$ cat config.mk
export PLATFORM = sky130hd
export DESIGN_NAME = seg_display_driver
export DESIGN_NICKNAME = d
export VERILOG_FILES = /design/src/rtl/calc_pkg.sv /design/src/rtl/seg7_decode.sv /design/src/rtl/seg_display_driver.sv
export SDC_FILE = /design/constraint.sdc
export NUM_CORES = 1
export LEC_CHECK = 0
export ABC_AREA = 0
export CORE_ASPECT_RATIO = 1.2
export CORE_UTILIZATION = 50
export CTS_CLUSTER_DIAMETER = 120
export CTS_CLUSTER_SIZE = 25
export DETAILED_ROUTE_END_ITERATION = 7
export DONT_BUFFER_PORTS = 1
export GPL_TIMING_DRIVEN = 0
export PLACE_DENSITY = 0.68
export SETUP_SLACK_MARGIN = 0.02
export SYNTH_ARGS = -nofsm -noshare
export SYNTH_HDL_FRONTEND = slang
export SYNTH_SLANG_ARGS = --single-unit
$ cat constraint.sdc
create_clock -name CLK -period 3.6 [get_ports CLK]
set_input_delay 0.36 -clock CLK [delete_from_list [all_inputs] [get_ports CLK]]
set_output_delay 0.36 -clock CLK [all_outputs]
set_load 0.02 [all_outputs]
$ cat src/rtl/calc_pkg.sv
// Shared calculator display definitions: segment patterns, digit codes, and
// the result-display FSM states.
package calc_pkg;

    localparam logic [6:0] SEG_0     = 7'h40;
    localparam logic [6:0] SEG_1     = 7'h79;
    localparam logic [6:0] SEG_2     = 7'h24;
    localparam logic [6:0] SEG_3     = 7'h30;
    localparam logic [6:0] SEG_4     = 7'h19;
    localparam logic [6:0] SEG_5     = 7'h12;
    localparam logic [6:0] SEG_6     = 7'h02;
    localparam logic [6:0] SEG_7     = 7'h78;
    localparam logic [6:0] SEG_8     = 7'h00;
    localparam logic [6:0] SEG_9     = 7'h10;
    localparam logic [6:0] SEG_MINUS = 7'h3F;
    localparam logic [6:0] SEG_BLANK = 7'h7F;

    // Digit code: 0-9 numeric, 4'hA minus sign, 4'hF blank
    typedef logic [3:0] digit_t;

    localparam digit_t DIG_MINUS = 4'hA;
    localparam digit_t DIG_BLANK = 4'hF;

    typedef enum logic [1:0] {
        ST_IDLE    = 2'd0,
        ST_CONVERT = 2'd1,
        ST_LATCH   = 2'd2
    } state_t;

    // One double-dabble iteration on {hundreds, tens, ones, binary}
    function automatic logic [19:0] dabble_step(input logic [19:0] v);
        logic [19:0] a;
        a = v;
        if (a[19:16] >= 4'd5) a[19:16] = a[19:16] + 4'd3;
        if (a[15:12] >= 4'd5) a[15:12] = a[15:12] + 4'd3;
        if (a[11:8]  >= 4'd5) a[11:8]  = a[11:8]  + 4'd3;
        return {a[18:0], 1'b0};
    endfunction

endpackage

$ cat src/rtl/seg7_decode.sv
// Digit code to active-low {g,f,e,d,c,b,a} pattern; unused codes show blank.
module seg7_decode
    import calc_pkg::*;
(
    input  digit_t     digit,
    output logic [6:0] seg
);

    always_comb begin
        seg = SEG_BLANK;
        case (digit)
            4'd0:      seg = SEG_0;
            4'd1:      seg = SEG_1;
            4'd2:      seg = SEG_2;
            4'd3:      seg = SEG_3;
            4'd4:      seg = SEG_4;
            4'd5:      seg = SEG_5;
            4'd6:      seg = SEG_6;
            4'd7:      seg = SEG_7;
            4'd8:      seg = SEG_8;
            4'd9:      seg = SEG_9;
            DIG_MINUS: seg = SEG_MINUS;
            default:   seg = SEG_BLANK;
        endcase
    end

endmodule

$ cat src/rtl/seg_display_driver.sv
// Converts an 8-bit two's-complement result to sign + 3 BCD digits and scans
// them onto a 4-digit common-anode display.
//
// state      | meaning
// -----------+------------------------------------------------
// ST_IDLE    | waiting for LOAD; display shows last latched value
// ST_CONVERT | 8 shift-add-3 iterations, counted down by iter_q
// ST_LATCH   | copy BCD into display regs with blanking, pulse DONE
module seg_display_driver
    import calc_pkg::*;
#(
    parameter int unsigned REFRESH_DIV = 50000
) (
    input  logic       CLK,
    input  logic       reset,
    input  logic [7:0] Result,
    input  logic       LOAD,
    output logic       BUSY,
    output logic       DONE,
    output logic [6:0] SEG,
    output logic [3:0] AN
);

    localparam int CNT_W = $clog2(REFRESH_DIV);

    state_t            state_q, state_d;
    logic [2:0]        iter_q, iter_d;
    logic [19:0]       bcd_q, bcd_d;
    logic              neg_q, neg_d;
    logic              busy_q, busy_d;
    logic              done_q, done_d;
    digit_t            sign_q, sign_d;
    digit_t            hund_q, hund_d;
    digit_t            tens_q, tens_d;
    digit_t            ones_q, ones_d;

    logic [CNT_W-1:0]  refresh_q, refresh_d;
    logic [1:0]        idx_q, idx_d;
    logic [3:0]        an_q, an_d;
    logic [6:0]        seg_q, seg_d;
    logic              wrap;
    digit_t            scan_code;
    logic [6:0]        scan_pat;

    always_ff @(posedge CLK or negedge reset) begin
        if (!reset) begin
            state_q   <= ST_IDLE;
            iter_q    <= '0;
            bcd_q     <= '0;
            neg_q     <= 1'b0;
            busy_q    <= 1'b0;
            done_q    <= 1'b0;
            sign_q    <= DIG_BLANK;
            hund_q    <= DIG_BLANK;
            tens_q    <= DIG_BLANK;
            ones_q    <= DIG_BLANK;
            refresh_q <= '0;
            idx_q     <= 2'd0;
            an_q      <= 4'b1110;
            seg_q     <= SEG_BLANK;
        end else begin
            state_q   <= state_d;
            iter_q    <= iter_d;
            bcd_q     <= bcd_d;
            neg_q     <= neg_d;
            busy_q    <= busy_d;
            done_q    <= done_d;
            sign_q    <= sign_d;
            hund_q    <= hund_d;
            tens_q    <= tens_d;
            ones_q    <= ones_d;
            refresh_q <= refresh_d;
            idx_q     <= idx_d;
            an_q      <= an_d;
            seg_q     <= seg_d;
        end
    end

    always_comb begin
        state_d = state_q;
        iter_d  = iter_q;
        bcd_d   = bcd_q;
        neg_d   = neg_q;
        done_d  = 1'b0;
        sign_d  = sign_q;
        hund_d  = hund_q;
        tens_d  = tens_q;
        ones_d  = ones_q;
        case (state_q)
            ST_IDLE: begin
                if (LOAD) begin
                    // 8-bit negate gives the same low byte as the 9-bit form, so -128 -> 128
                    neg_d   = Result[7];
                    bcd_d   = {12'd0, Result[7] ? (~Result + 8'd1) : Result};
                    iter_d  = 3'd7;
                    state_d = ST_CONVERT;
                end
            end
            ST_CONVERT: begin
                bcd_d = dabble_step(bcd_q);
                if (iter_q == 3'd0) state_d = ST_LATCH;
                else                iter_d  = iter_q - 3'd1;
            end
            ST_LATCH: begin
                sign_d  = neg_q ? DIG_MINUS : DIG_BLANK;
                hund_d  = (bcd_q[19:16] == 4'd0) ? DIG_BLANK : bcd_q[19:16];
                tens_d  = (bcd_q[19:16] == 4'd0 && bcd_q[15:12] == 4'd0) ? DIG_BLANK : bcd_q[15:12];
                ones_d  = bcd_q[11:8];
                done_d  = 1'b1;
                state_d = ST_IDLE;
            end
            default: state_d = ST_IDLE;
        endcase
        // BUSY also covers the DONE cycle so a conversion reads as 10 cycles busy
        busy_d = (state_d != ST_IDLE) || done_d;
    end

    // Scanner: AN and SEG are both derived from idx_d so they change on the same edge
    always_comb begin
        wrap      = (refresh_q == CNT_W'(REFRESH_DIV - 1));
        refresh_d = wrap ? '0 : refresh_q + CNT_W'(1);
        idx_d     = wrap ? idx_q + 2'd1 : idx_q;
        an_d      = ~(4'b0001 << idx_d);
        case (idx_d)
            2'd0:    scan_code = ones_q;
            2'd1:    scan_code = tens_q;
            2'd2:    scan_code = hund_q;
            default: scan_code = sign_q;
        endcase
        seg_d = scan_pat;
    end

    seg7_decode u_seg7_decode (
        .digit (scan_code),
        .seg   (scan_pat)
    );

    assign BUSY = busy_q;
    assign DONE = done_q;
    assign SEG  = seg_q;
    assign AN   = an_q;

endmodule

==> results.md <==
* Final-report setup violation count at 0
* Routability cong. at between 0.7 and 0.8
* Hold violation count in the final report at 0
* Area of the mapped netlist at roughly 3600 um2
* Worst setup skew after layout at around 0.011 ns
* Leakage dissipation at 0.00174 uW
* Share of synthesized area occupied by flip-flops and latches at around 49%
* CP startpoint kind: register
* Initial core utilization at a little over half
* Dominant register cell in the synthesized netlist: sky130_fd_sc_hd__dfrtp_1
* Share of the synthesized area in compound gates (AO/OA/AOI/OAI) at roughly 14%
* Buffers & Inverters on Critical Path at 3
* Top post-synthesis cells by area: sky130_fd_sc_hd__dfrtp_1 33%, sky130_fd_sc_hd__dfstp_2 17%, sky130_fd_sc_hd__nand2_1 6.2%, sky130_fd_sc_hd__ha_1 4.9%, sky130_fd_sc_hd__nor2_1 3.7%
* Fraction of final layout cells with drive strength greater than 1 at 11.7%
* Clock transition at path regs at roughly 0.08 ns
* P per Cell Area at between 700 and 800 nW/um2
* PortBufs at 0
* Post-synthesis mux area share at 1.94%
* Worst-Skew Late Latency at roughly 0.35 ns
* Number of design-rule violations left by the first detailed-router iteration at about 140
* Global-route congestion overflow total at 0
* Required time reported for the critical path endpoint at ~3.9 ns
* Overall Global Routing Usage at just under 20%
* Hold buffer count at cts at 2
* Class of the most critical hold timing path: in2reg
* Adder and majority cell fraction of the synthesized area at between 4 and 5%
* Post-synth EDFFs at 0
* # IOs at 24
* Vias in the first global route at about 2,500
* Total of cells resized after clock tree synthesis at 0
* CP cell instances: ha_1 > and3_1 > and4_1 > buf_6 > buf_12 > xor2_1 > nand3b_1 > nand2_1 > inv_1 > ha_1 > a211oi_1 > a211oi_1
* Final period util at about three quarters
* Number of nets in the finished design at 413
* Count of distinct cell types in the synthesized netlist at 45
* Via density per instance at ~5.5
* Pin count of the biggest net entering global routing at slightly above 70
* Root Buffer Master: sky130_fd_sc_hd__clkbuf_8
* Top cell family by delay on the critical path: simple AND/OR/NAND/NOR gates
* Pins over their slew limit at 0
* Post-synthesis sequential element count at 70
* Cell taking the most area after synthesis: sky130_fd_sc_hd__dfrtp_1
* Antenna violations before repair at 0
* Main combinational cell family by area after synthesis: simple AND/OR/NAND/NOR gates
* Die outline area at between 7000 and 8000 um2
* Vias after detailed routing at 2,649
* Standard cell core area at slightly below 7000 um2
* Horizontal extent of the die at between 70 and 80 um
* Worst setup path category: reg2reg
* Global-route wire length before repair at around 11,000 um
* Drt wl/cell at 14.2 um
* Final HPWL DP at ~4800 um
* Post-synthesis async set-or-reset flop share at 100%
* Endpoint type of the worst setup path: register
* Highest cell delay on the worst timing path at about 0.4 ns
* Post-Syn Nets at 400
* Slowest cell on the critical path: sky130_fd_sc_hd__dfrtp_1
* Portion of synthesized cell area occupied by the leading cell type at about a third
* Floorplan die height at between 90 and 100 um
* Aggregate negative setup slack at 0 ns
* Avg Inst Size Synth at about 9.6 um2
* Status: complete, no violations
* Setup repair after global routing missed its margin: false
* Worst-case clock buffer depth at 2
* CP Max Fanout at 10
* Clock H-tree levels at 3
* Max-capacitance violation count at 0
* First-pass iteration count of the detailed router at 4
* # diodes at 0
* Basic-gate share of the synthesized area counting and, or, nand and nor cells at roughly a fifth
* Max VDD drop at around 0.42 mV
* Row count at 33
* Number of antenna-violating nets in the routed design at 0
* Yosys Warn Count at 0
* Power after layout at 2770 uW
* Transition time at the pin with the least slew margin at 0.479 ns
* Total length of routed wires at approximately 7000 um
* Number of CTS-inserted buffers at 9
* Share of the synthesized netlist area taken by xor and xnor gates at around 5.8%
* Remaining max-slew budget at the tightest pin at approximately two thirds
* Signal arrival time at the worst endpoint at about 2.9 ns
* Achievable clock frequency at between 0.3 and 0.4 GHz
* Signed area change from the synthesized netlist to the final layout at 8.91%
* DRC violations left at 0
* TritonCTS clock tree: built
* Instance count of the mapped netlist at around 380
* Post-route minimum period at 2.65 ns
* Post-CTS Setup Repair Bufs at 0
* Clock sinks at 70
==> report_power, final <==
part           internal (uW)  switching, uW
combinational            371            506
clock                    250            317
sequential              1090            236
==> per-layer routing <==
metal	part of all wire, %	GRT usage [%]	up-vias
li1	-	-	1322
met3	2.5	4.11	15
met5	0	0	-
met4	2.3	10.2	0
met2	50	34.3	42
met1	45	23.2	1270
==> cells in the mapped netlist (8+ instances only) <==
cell                       number
sky130_fd_sc_hd__xnor2_1       11
sky130_fd_sc_hd__a21oi_1       12
sky130_fd_sc_hd__nand2_1       60
sky130_fd_sc_hd__nor2_1        36
sky130_fd_sc_hd__dfrtp_1       47
sky130_fd_sc_hd__nand3_1       15
sky130_fd_sc_hd__clkbuf_1      14
sky130_fd_sc_hd__dfstp_2       23
sky130_fd_sc_hd__o21ai_0       23
sky130_fd_sc_hd__nand2b_1       8
sky130_fd_sc_hd__ha_1          14
sky130_fd_sc_hd__inv_1         15
sky130_fd_sc_hd__xor2_1        13
==> sequential cells by signal, summed over array words and instances (netlist names) <==
signal / count
bcd_q: 20
refresh_q: 16
SEG: 7
AN: 4
hund_q: 4
ones_q: 4
tens_q: 4
iter_q: 3
idx_q: 2
state_q: 2
BUSY: 1
DONE: 1
neg_q: 1
sign_q: 1
==> cells by family (layout without fill, tap and decap cells) <==
kind of cell	after synthesis	count (layout)
fa+ha+maj	14	14
compound gates	77	77
simple gates	152	152
buf+inv	31	49
flops	70	70
mux	7	7
xor+xnor	24	24
==> worst paths after layout <==
kind                                end  depth (start not counted)  slack, ns    startpoint
max                              SEG[6]                         12       0.95  refresh_q[0]
min in group asynchronous  refresh_q[8]                          2       0.54         reset
min                            bcd_q[0]                          2       0.19     Result[0]
min reg2reg                   sign_q[0]                          1       0.45         neg_q
max in group asynchronous         AN[2]                          2       2.74         reset
max reg2reg                      SEG[6]                         12       0.95  refresh_q[0]
==> per-stage QoR <==
stage | std cells | util, % | area (um2) | hold WS [ns] | setup slack (ns)
final | 480 | 57.0 | 3930 | 0.189 | 0.949
after global routing | 480 | 57.0 | 3930 | 0.193 | 0.681
after CTS | 480 | 57.0 | 3930 | 0.185 | 0.915
after detailed placement | 462 | 53.9 | 3720 | 0.0662 | 0.934
after global placement | 462 | 53.9 | 3720 | 0.0658 | 0.994
after floorplan | 375 | - | 3610 | 0.0644 | 1.24
==> cell type report <==
class	count	area, um2
Buffer	16	83.8
Clock buffer	9	124
Clock inverter	7	51.3
Fill cell	615	2970
Inverter	15	56.3
Multi-Input combinational cell	274	1690
Sequential cell	70	1780
Tap cell	87	109
Timing Repair Buffer	2	37.5
==> cell usage in the layout, fill, tap and decap left out, drive strengths merged, types with 4 or more instances in the layout <==
cell type  synthesis  routed
mux2i              7       7
xnor2             11      11
o22a               4       4
nand2             60      60
o21ai             23      23
ha                14      14
clkbuf            14      23
dfrtp             47      47
and3               4       4
clkinv             0       5
nand3             15      15
xor2              13      13
a21oi             12      12
nand2b             8       8
nor2b              7       7
inv               15      15
dfstp             23      23
nor2              36      36
o31ai              7       7
nor3               4       4
a22oi              6       6
(Power assumes the default switching activity.)
